[config.mk]
export PLATFORM = sky130hd
export DESIGN_NAME = bcd_cascade_counter
export DESIGN_NICKNAME = d
export VERILOG_FILES = /design/src/rtl/bcd_cascade_counter.sv
export SDC_FILE = /design/constraint.sdc
export NUM_CORES = 1
export LEC_CHECK = 0
export ABC_AREA = 1
export CAP_MARGIN = 20
export CELL_PAD_IN_SITES_DETAIL_PLACEMENT = 0
export CELL_PAD_IN_SITES_GLOBAL_PLACEMENT = 1
export CORE_UTILIZATION = 35
export DETAILED_ROUTE_END_ITERATION = 12
export PLACE_DENSITY = 0.89
export SYNTH_ARGS = -nofsm -noshare
export SYNTH_HDL_FRONTEND = slang
export SYNTH_SLANG_ARGS = --single-unit
[constraint.sdc]
create_clock -name i_time_clk -period 3.59 [get_ports i_time_clk]
set_input_delay 0.718 -clock i_time_clk [delete_from_list [all_inputs] [get_ports i_time_clk]]
set_output_delay 0.718 -clock i_time_clk [all_outputs]
set_load 0.02 [all_outputs]
[src/rtl/bcd_cascade_counter.sv]
// Cascaded BCD counter with per-digit modulus, load/clear and carry chain.
// Saturates instead of wrapping at terminal count when WRAP_EN is 0.
module bcd_cascade_counter #(
    parameter int DIGITS  = 4,
    parameter bit WRAP_EN = 1'b1
) (
    input  logic                  i_time_clk,
    input  logic                  i_sys_rst,
    input  logic [4*DIGITS-1:0]   i_mod_value,
    input  logic                  i_count_carry_in,
    input  logic                  i_count_dir,
    input  logic                  i_clear,
    input  logic                  i_load,
    input  logic [4*DIGITS-1:0]   i_load_value,
    output logic [4*DIGITS-1:0]   o_count,
    output logic                  o_count_carry_out
);

    logic [3:0]          cur [DIGITS];
    logic [3:0]          eff [DIGITS];
    logic [DIGITS-1:0]   term;
    logic [DIGITS-1:0]   step;
    logic [4*DIGITS-1:0] stepped;
    logic [4*DIGITS-1:0] ld_val;
    logic                carry_raw;

    // Out-of-range moduli fall back to decimal.
    always_comb begin
        for (int k = 0; k < DIGITS; k++) begin
            cur[k] = o_count[4*k +: 4];
            if (i_mod_value[4*k +: 4] >= 4'd1 &&
                i_mod_value[4*k +: 4] <= 4'd10)
                eff[k] = i_mod_value[4*k +: 4];
            else
                eff[k] = 4'd10;
            if (i_count_dir)
                term[k] = (cur[k] >= eff[k] - 4'd1);
            else
                term[k] = (cur[k] == 4'd0);
        end
    end

    always_comb begin
        step    = '0;
        step[0] = i_count_carry_in;
        for (int k = 1; k < DIGITS; k++)
            step[k] = step[k-1] & term[k-1];
    end

    assign carry_raw = i_count_carry_in & (&term);

    assign o_count_carry_out = carry_raw & ~i_clear &
                               ~i_load & i_sys_rst;

    always_comb begin
        stepped = o_count;
        for (int k = 0; k < DIGITS; k++) begin
            if (step[k]) begin
                if (i_count_dir)
                    stepped[4*k +: 4] = term[k] ? 4'd0
                                                : cur[k] + 4'd1;
                else
                    stepped[4*k +: 4] = term[k] ? eff[k] - 4'd1
                                                : cur[k] - 4'd1;
            end
        end
    end

    // Non-BCD load nibbles are forced to zero.
    always_comb begin
        ld_val = '0;
        for (int k = 0; k < DIGITS; k++) begin
            if (i_load_value[4*k +: 4] <= 4'd9)
                ld_val[4*k +: 4] = i_load_value[4*k +: 4];
        end
    end

    always_ff @(posedge i_time_clk or negedge i_sys_rst) begin
        if (!i_sys_rst)
            o_count <= '0;
        else if (i_clear)
            o_count <= '0;
        else if (i_load)
            o_count <= ld_val;
        else if (!WRAP_EN && carry_raw)
            o_count <= o_count;
        else
            o_count <= stepped;
    end

endmodule

---- Yosys cells after proc, flatten, opt, wreduce, memory -nomap -nowiden ----
Index checks and enable logic that the tools add are counted.
W data, S select, Z words.
word-level totals
  bits in registers ....................... 16
  output and inout port bits .............. 17
  logic and storage cells ................. 84
cells by class
  bitwise logic cells ..................... 9
  multiplexer cells ....................... 30
  add/subtract/negate cells ............... 12
  reduce and logical (&&, ||, !) cells .... 13
  $lt $le $gt $ge ......................... 16
operators with widths
  operator               count
  $mux W4                24
  $le A4 B4 Y1 const B   8
  $mux W16               2
  $sub A4 B1 Y4 const B  8
  $add A4 B1 Y4 const B  4
  $ge A4 B1 Y1 const B   4
  $ge A4 B4 Y1           4
  $logic_not A4 Y1       4
  $reduce_bool A3 Y1     4
  $and A1 B1 Y1          7
  $logic_and A1 B1 Y1    4
  $mux W1                4
  $reduce_and A4 Y1      1
  $not A1 Y1             2

---- Logic depth before layout (Yosys ltp) ----
Gate-level depths: netlist of the first run.
  depth in word-level cells ............... 12
  gate-level depth with buffers ........... 20
  gate-level depth less buffers ........... 20

---- Worst setup path before layout of the first run ----
OpenSTA, ideal clock, no wires.
  path kind ............................... input to output
  start point ............................. input port i_mod_value[6]
  end point ............................... output port o_count_carry_out
  arrival ................................. 2714 ps
  path slack .............................. 158 ps
  path buffers ............................ 0
  cell stages on the path ................. 15
  path through ............................ nor2_1 -> nand2_1 -> o211ai_1 -> inv_1 -> ha_1 -> xor2_1 -> ha_1 -> nand2_1 -> inv_1 -> nand2_1 -> nand2_1 -> nand2_1 -> nand2_4 -> nand4_4 -> nor3_1
on the way
  longest elaborated chain between the ends .. 11
RTL lines
  what                                                 line    text
  start, declared                                      9       input logic [4*DIGITS-1:0] i_mod_value,
  $ge A4 B1 Y1 / $le A4 B4 Y1 (equally long branches)  31, 32
  $logic_and A1 B1 Y1                                  31      if (i_mod_value[4*k +: 4] >= 4'd1 &&
  $mux W4 *                                            31
  $sub A4 B1 Y4 *                                      37      term[k] = (cur[k] >= eff[k] - 4'd1);
  $ge A4 B4 Y1 *                                       37
  $mux W1 *                                            36      if (i_count_dir)
  $reduce_and A4 Y1 *                                  50      assign carry_raw = i_count_carry_in & (&term);
  $and A1 B1 Y1 *                                      50
  $and A1 B1 Y1 * (2 in series)                        52      assign o_count_carry_out = carry_raw & ~i_clear &
  $and A1 B1 Y1 *                                      53      ~i_load & i_sys_rst;
  end, declared                                        16      output logic o_count_carry_out
Mark *: on every way between the ends. The rest lies on a longest branch, timed or not.

---- Worst setup path in the final report of the first run ----
  start point ............................. input port i_mod_value[2]
  end point ............................... output port o_count_carry_out
Same word-level chain as after synthesis.

==> results of run 1 <==
==> cells by family after synthesis <==
family          share of synthesized area, %
simple gates                            39.4
buf+inv                                 13.4
compound gates                          10.4
fa+ha+maj                               13.9
xor+xnor                                6.95
flops                                   15.9
==> cell type report <==
| type | count | share of cell area [%] |
|---|---|---|
| multi-input combinational | 312 | 50.5 |
| timing repair buffer | 109 | 25.8 |
| sequential | 16 | 10.9 |
| inverter | 79 | 8.06 |
| tap | 96 | 3.26 |
| clock buffer | 4 | 1.50 |
==> timing repair <==
item	in CTS	in global routing
endpoints found under the setup margin	1	1
pin swaps	10	18
setup buffers	7	1
gates resized for setup	31	26
==> placed cells by master, fill, tap and decap left out, types with 2 or more instances in the layout <==
master,instances
nand2_1,117
inv_1,61
buf_4,55
nand3_1,50
clkdlybuf4s50_1,37
ha_1,23
a21oi_1,18
inv_2,16
dfrtp_1,16
nand2_2,15
nor2_1,15
o21ai_0,13
xor2_1,10
xnor2_1,8
dlygate4sd2_1,7
o211ai_1,5
nor2_2,5
nand4_1,4
nand3_2,4
clkbuf_8,4
dlymetal6s2s_1,4
o21ai_1,3
nand2_4,3
nor3_1,3
ha_2,3
clkbuf_2,3
xor2_2,2
a21oi_2,2
clkinv_1,2
a31oi_1,2
ha_4,2
clkdlybuf4s15_1,2
==> power by group <==
part           switching [W]  leakage [nW]  total (W)  internal, W
Combinational       0.000342          1.76   0.000665     0.000323
Clock              0.0000676        0.0288   0.000165    0.0000975
Sequential         0.0000457         0.209   0.000247     0.000201
Total               0.000455          2.00    0.00108     0.000621
==> worst reg2reg max path: stages (launching register included) <==
cell,delay [ns]
dfrtp_1,0.43
inv_1,0.12
ha_1,0.30
inv_1,0.05
nand2_1,0.04
nand2_1,0.06
nand2_1,0.06
nand2_1,0.07
nand2_2,0.06
nand2_2,0.07
inv_2,0.05
buf_4,0.12
buf_4,0.12
buf_4,0.13
nand2_1,0.05
nand3_1,0.06
nand2_1,0.07
nand3_1,0.07
nand2_1,0.07
==> Yosys cell counts <==
master    count  share of area [%]
o21ai_0      14                2.8
nor2_1       16                2.4
nand4_4       1               0.84
a41oi_1       1               0.35
dfrtp_1      16                 16
nand3_1      51                 10
o211ai_1      5                1.5
a21oi_2       2               0.70
nor2_2        4               0.99
inv_1        71                 11
nand2_2      11                2.7
o22ai_1       1               0.25
xnor2_1       8                2.8
buf_6         1               0.45
nand3_2       3                1.2
o21ai_1       2               0.40
a31oi_1       2               0.50
ha_1         28                 14
clkinv_1      2               0.30
nand2_4       3                1.3
xor2_1       12                4.2
a21oi_1      18                3.6
o311ai_0      1               0.35
buf_2         6                1.2
inv_2         6               0.89
nor3_1        4               0.79
nand4_1       4               0.99
nand2_1     121                 18
==> per-layer routing <==
layer | vias to the layer above | GRT usage (%) | wire [µm] | part of all wire, %
met5 | - | 0 | 0 | 0
met4 | 0 | 3.33 | 44 | 0.64
met3 | 5 | 1.14 | 146 | 2.1
met2 | 38 | 36.6 | 3540 | 52
met1 | 1283 | 23.7 | 3130 | 46
li1 | 1529 | - | - | -
==> per-stage QoR <==
stage / setup slack, ns / cell area, µm²
finish: 0.125 / 3680
CTS: 0.0280 / 3620
floorplan: 0.158 / 2520
detailed placement: -0.675 / 3500
global placement: -0.616 / 3500
global route: -0.0268 / 3680
==> final timing paths <==
| path | end | cells past startpoint | slack (ns) |
|---|---|---|---|
| worst max-delay path | o_count_carry_out | 17 | 0.12 |
| worst min-delay path | o_count[8]$_DFFE_PN0P_ | 2 | 0.59 |
| worst max register to register | o_count[10]$_DFFE_PN0P_ | 18 | 1.56 |
| worst min register to register | o_count[8]$_DFFE_PN0P_ | 2 | 0.59 |
| max in group asynchronous | o_count[6]$_DFFE_PN0P_ | 2 | 2.55 |
| min in group asynchronous | o_count[14]$_DFFE_PN0P_ | 2 | 0.84 |
==> results by group, run 1 <==
Outcome
  – Outcome: finished clean

Power
  – Overall Power: 0.00108 W
  – Worst vdd ir: between 0.1 and 0.15 mV
  – Pwr Density: slightly below 300 nW/µm²
  – Leakage: 2.00 nW

Critical path
  – CP Cell Sequence: dlygate4sd2_1, inv_2, nand4_1, nand2_1, nor2_2, ha_2, xor2_2, ha_1, nand2_1, inv_2, nand2_1, nand3_2, nand2_2, nand2_4, nand4_4, nor3_2, buf_4
  – Worst path arrival time: 2.75 ns
  – Critical Path Source: i_mod_value[2]
  – Worst Path Buf+Inv: 4
  – CP max stage delay: ~0.27 ns
  – Crit path launch type: input port
  – CP max FO: 3
  – Crit-path slowest cell: ha_1
  – Worst Path Required: around 2.9 ns
  – Crit path top cell by count: nand2_1
  – Kind of critical path: input port to primary output
  – Crit end category: primary output
  – Reg2reg start: o_count[8]$_DFFE_PN0P_
  – Crit-path leading delay family: simple AND/OR/NAND/NOR gates

Synthesis
  – Mapped Nets: 480
  – Yosys warning count: 0
  – Sequential area share after synthesis: 15.9%
  – Synth unique cells: 28
  – Number of synthesized register bits: 16
  – Synth Cell Area: 2520 µm²
  – Cell count after synthesis: 414
  – Avg Synthesized Cell Area: 6.08 µm²

Detailed routing
  – Via density: 4.63
  – Via count: approximately 2.9k
  – Drt first-iter violations: 86
  – DRC violations left: 0
  – WL per Instance: 11.1 µm
  – Routed WL: 6860 µm
  – DRT Pass-1 Iters: 5
  – Number of antenna-violating nets in the routed design: 0

Clock network
  – Worst-Skew Late Latency: about 0.26 ns
  – CTS H-tree depth: 1
  – CTS tree: built
  – # clock sinks: 16
  – CTS Buf Count: 3
  – CTS max path bufs: 2
  – Clock root cell: clkbuf_8
  – Hold_buf cts: 0
  – Clock transition at path regs: 0.06 ns

STA
  – Min cycle time layout: 3.47 ns
  – Setup TNS: 0 ns
  – Crit share post-route: a little over nine tenths
  – Max Clock Freq: 289 MHz
  – Worst-Margin Slew: 0.554 ns
  – Max Slew Vio Count: 0
  – Hold Worst Slack: 0.588 ns
  – Relative slew slack: 62.9%
  – Clock Skew: around 0.0058 ns
  – Fin. Hold Viols: 0
  – Final setup viols: 0

Finish
  – Final Util: between 50 and 60%
  – Biggest regs: o_count (16)
  – Share of cells above drive strength 1: 22.7%
  – # fillers: roughly 710
  – Post-layout net count: 587
  – Reg with most FFs: o_count
  – FF/Latch Area: 400 µm²
  – Layout Cells excl Fill: just over 600
  – Multi-input logic area: ~1900 µm²
  – Max reg flops: 16
  – Area growth, synth to finish: 46.1%
  – Ant diodes: 0

Die
  – Die ar.: 7540 µm²
  – Std-Cell Rows: 30
  – Core box area: 6870 µm²
  – I/O Pins: 55
  – Chip Width: 86.8 µm
  – Starting density of the core: 36.7%
  – Die boundary height: just under 90 µm

Placed design
  – Final RePlAce weighted congestion: 0.813
  – Placed Cells incl. Taps: 604
  – Final HPWL DP: 5480 µm
  – IO buf count: 54

Global route
  – Total grt overflow: 0
  – Antenna violations before repair: 0
  – Largest net degree at the start of global routing: 20
  – First-pass GRT wire length: 11800 µm
  – Gr usage total: about a fifth
  – Number of global-route vias before repair: approximately 2.7k

Run
  – Max Cap Viol: 0

Worst hold path
  – Hold Crit Class: flip-flop to flip-flop
  – HP Start: o_count[8]$_DFFE_PN0P_
(Power assumes the default switching activity.)
==> run 2: changes to the inputs <==
--- a/config.mk
+++ b/config.mk
@@ -11,6 +11,7 @@
 export CELL_PAD_IN_SITES_GLOBAL_PLACEMENT = 1
 export CORE_UTILIZATION = 35
 export DETAILED_ROUTE_END_ITERATION = 12
+export GPL_TIMING_DRIVEN = 0
 export PLACE_DENSITY = 0.89
 export SYNTH_ARGS = -nofsm -noshare
 export SYNTH_HDL_FRONTEND = slang
==> results by group, run 2 (same netlist as run 1, synthesis figures left out) <==
Outcome
  – Outcome: finished clean

Global route
  – Number of global-route vias before repair: 2617 (-4.5%)
  – First-pass GRT wire length: 11500 µm (-2.2%)
  – Antenna violations before repair: 0 (unchanged)
  – Largest net degree at the start of global routing: 18 (-10%)
  – Gr usage total: 18.9% (-0.23 points)
  – Total grt overflow: 0 (unchanged)

Detailed routing
  – WL per Instance: 12.0 µm (+7.7%)
  – Drt first-iter violations: 125 (+45%)
  – Number of antenna-violating nets in the routed design: 0 (unchanged)
  – Routed WL: 7080 µm (+3.2%)
  – DRC violations left: 0 (unchanged)
  – Via count: 2825 (-1.1%)
  – Via density: 4.79 (+3.3%)
  – DRT Pass-1 Iters: 4 (-1)

Finish
  – Final Util: 51.6% (-2.0 points)
  – Biggest regs: o_count (16)
  – Area growth, synth to finish: 40.6%
  – Post-layout net count: 561 (-4.4%)
  – Reg with most FFs: o_count
  – Commonest non-fill, non-tap cell in the layout: nand2_1
  – Multi-input logic area: 1950 µm² (+4.8%)
  – FF/Latch Area: 400 µm² (unchanged)
  – Share of cells above drive strength 1: 21.3% (-1.4 points)
  – Max reg flops: 16 (unchanged)
  – # fillers: 717 (+0.70%)
  – Most frequent cells in the layout: nand2_1, inv_1, nand3_1, clkdlybuf4s50_1, buf_4
  – Ant diodes: 0 (unchanged)

Power
  – Sw Ratio: 44.3% (+2.0 points)
  – Leakage: 1.89 nW (-5.7%)
  – Pwr Density: 301 nW/µm² (+3.0%)
  – Overall Power: 0.00107 W (-0.85%)
  – Combinational Power Share: 61.8% (about the same)
  – Sw Pwr: 0.000473 W (+3.8%)
  – Pint: 0.000595 W (-4.3%)
  – Worst vdd ir: 0.185 mV (+25%)
  – Fraction of power consumed by sequential logic: 22.7% (-0.2 points)
  – Power share of the clock group: 15.5% (+0.2 points)

STA
  – Final setup viols: 0 (unchanged)
  – Max Clock Freq: 285 MHz (-1.2%)
  – Setup TNS: 0 ns (unchanged)
  – Min cycle time layout: 3.51 ns (+0.0405 ns)
  – Clock Skew: 0.00752 ns (+0.00170 ns)
  – Hold Worst Slack: 0.576 ns (-0.0118 ns)
  – Max Slew Vio Count: 0 (unchanged)
  – Worst-Margin Slew: 0.808 ns (+0.254 ns)
  – Crit share post-route: 97.6% (+1.1 points)
  – Fin. Hold Viols: 0 (unchanged)
  – Relative slew slack: 46.0% (-17 points)

Critical path
  – RR Endpoint: o_count[15]$_DFFE_PN0P_
  – CP max stage delay: 0.28 ns (about the same)
  – CP Cell Sequence: dlygate4sd2_1, inv_2, nand4_1, nand2_1, nor2_2, ha_4, xor2_4, ha_1, nand2_1, inv_2, nand3_2, nand3_4, nand2_4, nand2_4, nand4_4, nor3_4, buf_6
  – Worst Path Buf+Inv: 4 (unchanged)
  – Worst Path Required: 2.87 ns (about the same)
  – Crit-path slowest cell: ha_1
  – Crit-path leading delay family: simple AND/OR/NAND/NOR gates
  – Kind of critical path: input port to primary output
  – Worst path arrival time: 2.79 ns (+0.04 ns)
  – CP max FO: 3 (unchanged)
  – Reg2reg setup slack: 1.54 ns (-0.02 ns)
  – Crit path launch type: input port
  – Reg2reg start: o_count[3]$_DFFE_PN0P_
  – Critical Path Source: i_mod_value[3]
  – Crit end category: primary output
  – FF-to-FF path depth: 11 (-7)

Clock network
  – Worst-Skew Late Latency: 0.26 ns (about the same)
  – CTS max path bufs: 2 (unchanged)
  – Clock transition at path regs: 0.07 ns (about the same)
  – CTS tree: built
  – CTS Buf Count: 3 (unchanged)
  – # clock sinks: 16 (unchanged)
  – Clock root cell: clkbuf_8
  – CTS H-tree depth: 1 (unchanged)

Die
  – Core box area: 6870 µm² (unchanged)
  – I/O Pins: 55 (unchanged)
  – Die ar.: 7540 µm² (unchanged)
  – Chip Width: 86.8 µm (unchanged)
  – Std-Cell Rows: 30 (unchanged)
  – Starting density of the core: 36.7% (unchanged)
  – Die boundary height: 86.8 µm (unchanged)

Worst hold path
  – Worst Hold Path EP: o_count[4]$_DFFE_PN0P_
  – Hold path depth: 2 (unchanged)
  – HP Start: o_count[4]$_DFFE_PN0P_
  – Hold Crit Class: flip-flop to flip-flop

Placed design
  – Final RePlAce weighted congestion: 0.874 (+7.5%)
  – Final HPWL DP: 5280 µm (-3.8%)
  – IO buf count: 53 (-1.9%)

Run
  – Max Cap Viol: 0 (unchanged)
==> run 2: power groups by stage <==
stage	sequential, W	combinational [W]	clock (W)
detailed placement	0.000244	0.000566	0
global placement	0.000244	0.000555	0
CTS	0.000241	0.000621	0.000169
floorplan	0.000261	0.000367	0
finish	0.000242	0.000660	0.000166
global route	0.000248	0.000739	0.000173
==> run 2: layout make-up <==
cell class | instances | share of cell area (%)
repair buffers | 76 | 19.2
inverters | 79 | 8.44
multi-input cells | 312 | 55.0
clock buffers | 4 | 1.55
plain buffers | 7 | 1.17
well taps | 96 | 3.39
flip-flops and latches | 16 | 11.3
==> run 2: worst min-delay path, stage by stage, from the launching register on <==
cell     delay (ns)
dfrtp_1        0.42
nand2_1        0.07
nand2_1        0.05
==> run 2: what timing repair did <==
action / CTS / global route
hold endpoints to repair: 0 / 0
cloned: 0 / 0
buffers inserted: 14 / 9
resized for setup: 56 / 31
hold buffers: 0 / 0
pin swaps: 24 / 28
setup endpoints to repair: 1 / 1
==> run 2: metrics by stage <==
step	setup WS (ns)	area [µm²]	std cells
finish	0.0844	3540	590
global route	-0.0248	3540	590
CTS	0.00488	3400	581
detailed placement	-0.963	3170	563
global placement	-0.910	3170	563
floorplan	0.158	2520	414
==> run 2: metal layers <==
metal | up-vias | GRT usage [%] | routed length, µm
met5 | - | 0 | 0
met4 | 0 | 3.03 | 37
met3 | 5 | 1.43 | 358
met2 | 66 | 36.1 | 3710
met1 | 1272 | 23.4 | 2980
li1 | 1482 | - | -
==> run 2: how the worst max path moves through the flow <==
stage | endpoint | slack [ns] | depth (start not counted)
final | o_count_carry_out | 0.08 | 17
after global routing | o_count_carry_out | -0.02 | 19
after CTS | o_count_carry_out | 0.005 | 17
after detailed placement | o_count_carry_out | -0.96 | 18
after global placement | o_count_carry_out | -0.91 | 18
after floorplan | o_count_carry_out | 0.16 | 15
==> RTL edit (flow settings as in run 2) <==
`DIGITS`: 4 -> 8.
--- a/src/rtl/bcd_cascade_counter.sv
+++ b/src/rtl/bcd_cascade_counter.sv
@@ -2,5 +2,5 @@
 // Saturates instead of wrapping at terminal count when WRAP_EN is 0.
 module bcd_cascade_counter #(
-    parameter int DIGITS  = 4,
+    parameter int DIGITS  = 8,
     parameter bit WRAP_EN = 1'b1
 ) (
Interface: changed (resized i_load_value, i_mod_value and o_count); port bits go from 55 to 103. The function was not compared with the original's and may differ.
==> RTL edit against run 2 <==
Area after synthesis up 95%. Critical path type unchanged. Worst setup slack worse by 0.054 ns. Sequential cell count grew 16. Highest routed layer unchanged. Design area up 100%. Synthesized cell count grew 90%. Wire length is 130% higher. Clock power grew to 2.5 times the old value. Hold slack lost 0.021 ns. Total power rose by 130%.
==> RTL edit: results (changes against run 2) <==
* Share of layout cells above drive strength 1 at 23.2% (+2.0 points)
* Synth top cells by count: sky130_fd_sc_hd__nand2_1, sky130_fd_sc_hd__inv_1, sky130_fd_sc_hd__nand3_1, sky130_fd_sc_hd__o21ai_0, sky130_fd_sc_hd__ha_1
* Comb. pwr at 0.00157 W (+140%)
* Global routing met2 resource utilization at 38.1% (+2.1 points)
* Worst slack at placement at -1.26 ns (-0.301 ns)
* Clk Latency, worst-skew pair at 0.28 ns (+0.02 ns)
* Net switching power at 0.00112 W (+140%)
* PostCTS Resize Cnt at 169 (+200%)
* Met1 routed wirelength after detailed routing at 7220 um (+140%)
* Global-route wire length before repair at 25800 um (+120%)
* Largest net degree at the start of global routing at 34 (+16)
* Worst hold-check slack at 0.555 ns (-0.0209 ns)
* Outcome: finished clean
* Number of diodes added for antenna fixing at 0 (unchanged)
* Startpoint of the worst setup timing path: i_mod_value[14]
* Flop2flop setup slack at 0.89 ns (-0.65 ns)
* Number of buffers added for setup after CTS at 46 (+32)
* TritonRoute pass-1 iters at 5 (+1)
* Launch instance of the worst register-to-register path: o_count[14]$_DFFE_PN0P_
* Largest registers in the final layout: o_count: 32 flops
* Gp weighted congestion at 0.850 (-2.7%)
* Worst voltage drop across the vdd grid at 173 uV (-6.4%)
* Largest fanout on the critical path at 4 (+1)
* Starting DRT DRC Count at 280 (+120%)
* Leak Pwr at 3.57 nW (+89%)
* Final non-filler cell total at 1123 (+90%)
* Design internal power at 0.00138 W (+130%)
* Post-synthesis cell type count at 44 (+57%)
* Top Metal Used: met4
* Syn_nets at 911 (+90%)
* Clock Pin Slew Worst Setup and Hold Paths at 0.05 ns (-0.02 ns)
* HPWL after detailed placement at 11400 um (+120%)
* CTS Root Buffer Type: sky130_fd_sc_hd__clkbuf_16
* Type of the tightest min-delay check: primary input to async pin
* Fraction of the yosys area taken by sequential cells at 16.3% (+0.41 points)
* Average wire length per cell after detail routing at 14.2 um (+19%)
* Routed length on met3 at 883 um (+150%)
* Final period util at 99.1% (+1.5 points)
* Vias in the first global route at 5302 (+100%)
* Count of input and output buffers at 100 (+89%)
* Setup skew after layout at 0.00402 ns (-0.00350 ns)
* Synth top area cells: sky130_fd_sc_hd__dfrtp_1, sky130_fd_sc_hd__nand2_1, sky130_fd_sc_hd__ha_1
* Clock group power at 0.000415 W (+150%)
* Routed length on met2 at 7700 um (+110%)
* Ratio of routed vias to standard cells at 5.06 (+5.7%)
* Placement Cell Area at 0.00614 sq mm (+94%)
* GR met1 Demand/Resource at 29.3% (+5.9 points)
* Number of routed nets with antenna violations at 0 (unchanged)
* Per-instance average area after synthesis at 6.25 sq um (+2.8%)
* Cell depth of the worst flop-to-flop path at 19 (+8)
* Compound-cell area share of the yosys netlist at 15.0% (+4.6 points)
* GRT Resource Usage Total at 22.0% (+3.1 points)
* Parity-gate share of the synthesized area counting xor and xnor cells at 7.49% (+0.54 points)
* Slew at the pin closest to its max-slew limit at 0.876 ns (+0.0682 ns)
* Fraction of the mapped netlist area in adder cells at 14.3% (+0.36 points)
* Total CTS buffers at 5 (+2)
-- RTL edit: changes by cell type after synthesis, moves of 16 or more --
| cell | delta |
|---|---|
| sky130_fd_sc_hd__dfrtp_1 | +16 |
| sky130_fd_sc_hd__ha_1 | +28 |
| sky130_fd_sc_hd__inv_1 | +43 |
| sky130_fd_sc_hd__nand2_1 | +88 |
| sky130_fd_sc_hd__nand3_1 | +45 |
| sky130_fd_sc_hd__nor2_1 | +24 |
| sky130_fd_sc_hd__o21ai_0 | +51 |
| sky130_fd_sc_hd__xor2_1 | +19 |
-- RTL edit: critical path, stage by stage --
cell and delay (ns):
sky130_fd_sc_hd__buf_6 0.11, sky130_fd_sc_hd__nor2_4 0.09, sky130_fd_sc_hd__nand2_2 0.06, sky130_fd_sc_hd__o221ai_2 0.18, sky130_fd_sc_hd__inv_1 0.06, sky130_fd_sc_hd__ha_2 0.19
sky130_fd_sc_hd__xor2_2 0.15, sky130_fd_sc_hd__ha_1 0.30, sky130_fd_sc_hd__nand2_1 0.05, sky130_fd_sc_hd__inv_1 0.05, sky130_fd_sc_hd__nand2_1 0.05, sky130_fd_sc_hd__nand3_2 0.10
sky130_fd_sc_hd__nand2_4 0.07, sky130_fd_sc_hd__nand2_4 0.10, sky130_fd_sc_hd__nand3_4 0.07, sky130_fd_sc_hd__nor4_4 0.28, sky130_fd_sc_hd__buf_4 0.20
-- RTL edit: final cells by class --
class                           count  area, sq um
Clock buffer                        6          129
Fill cell                        1366         6350
Timing Repair Buffer              156         1370
Tap cell                          176          220
Multi-Input combinational cell    611         4020
Sequential cell                    32          801
Inverter                          124          473
Buffer                             17         82.6
Clock inverter                      1         5.00
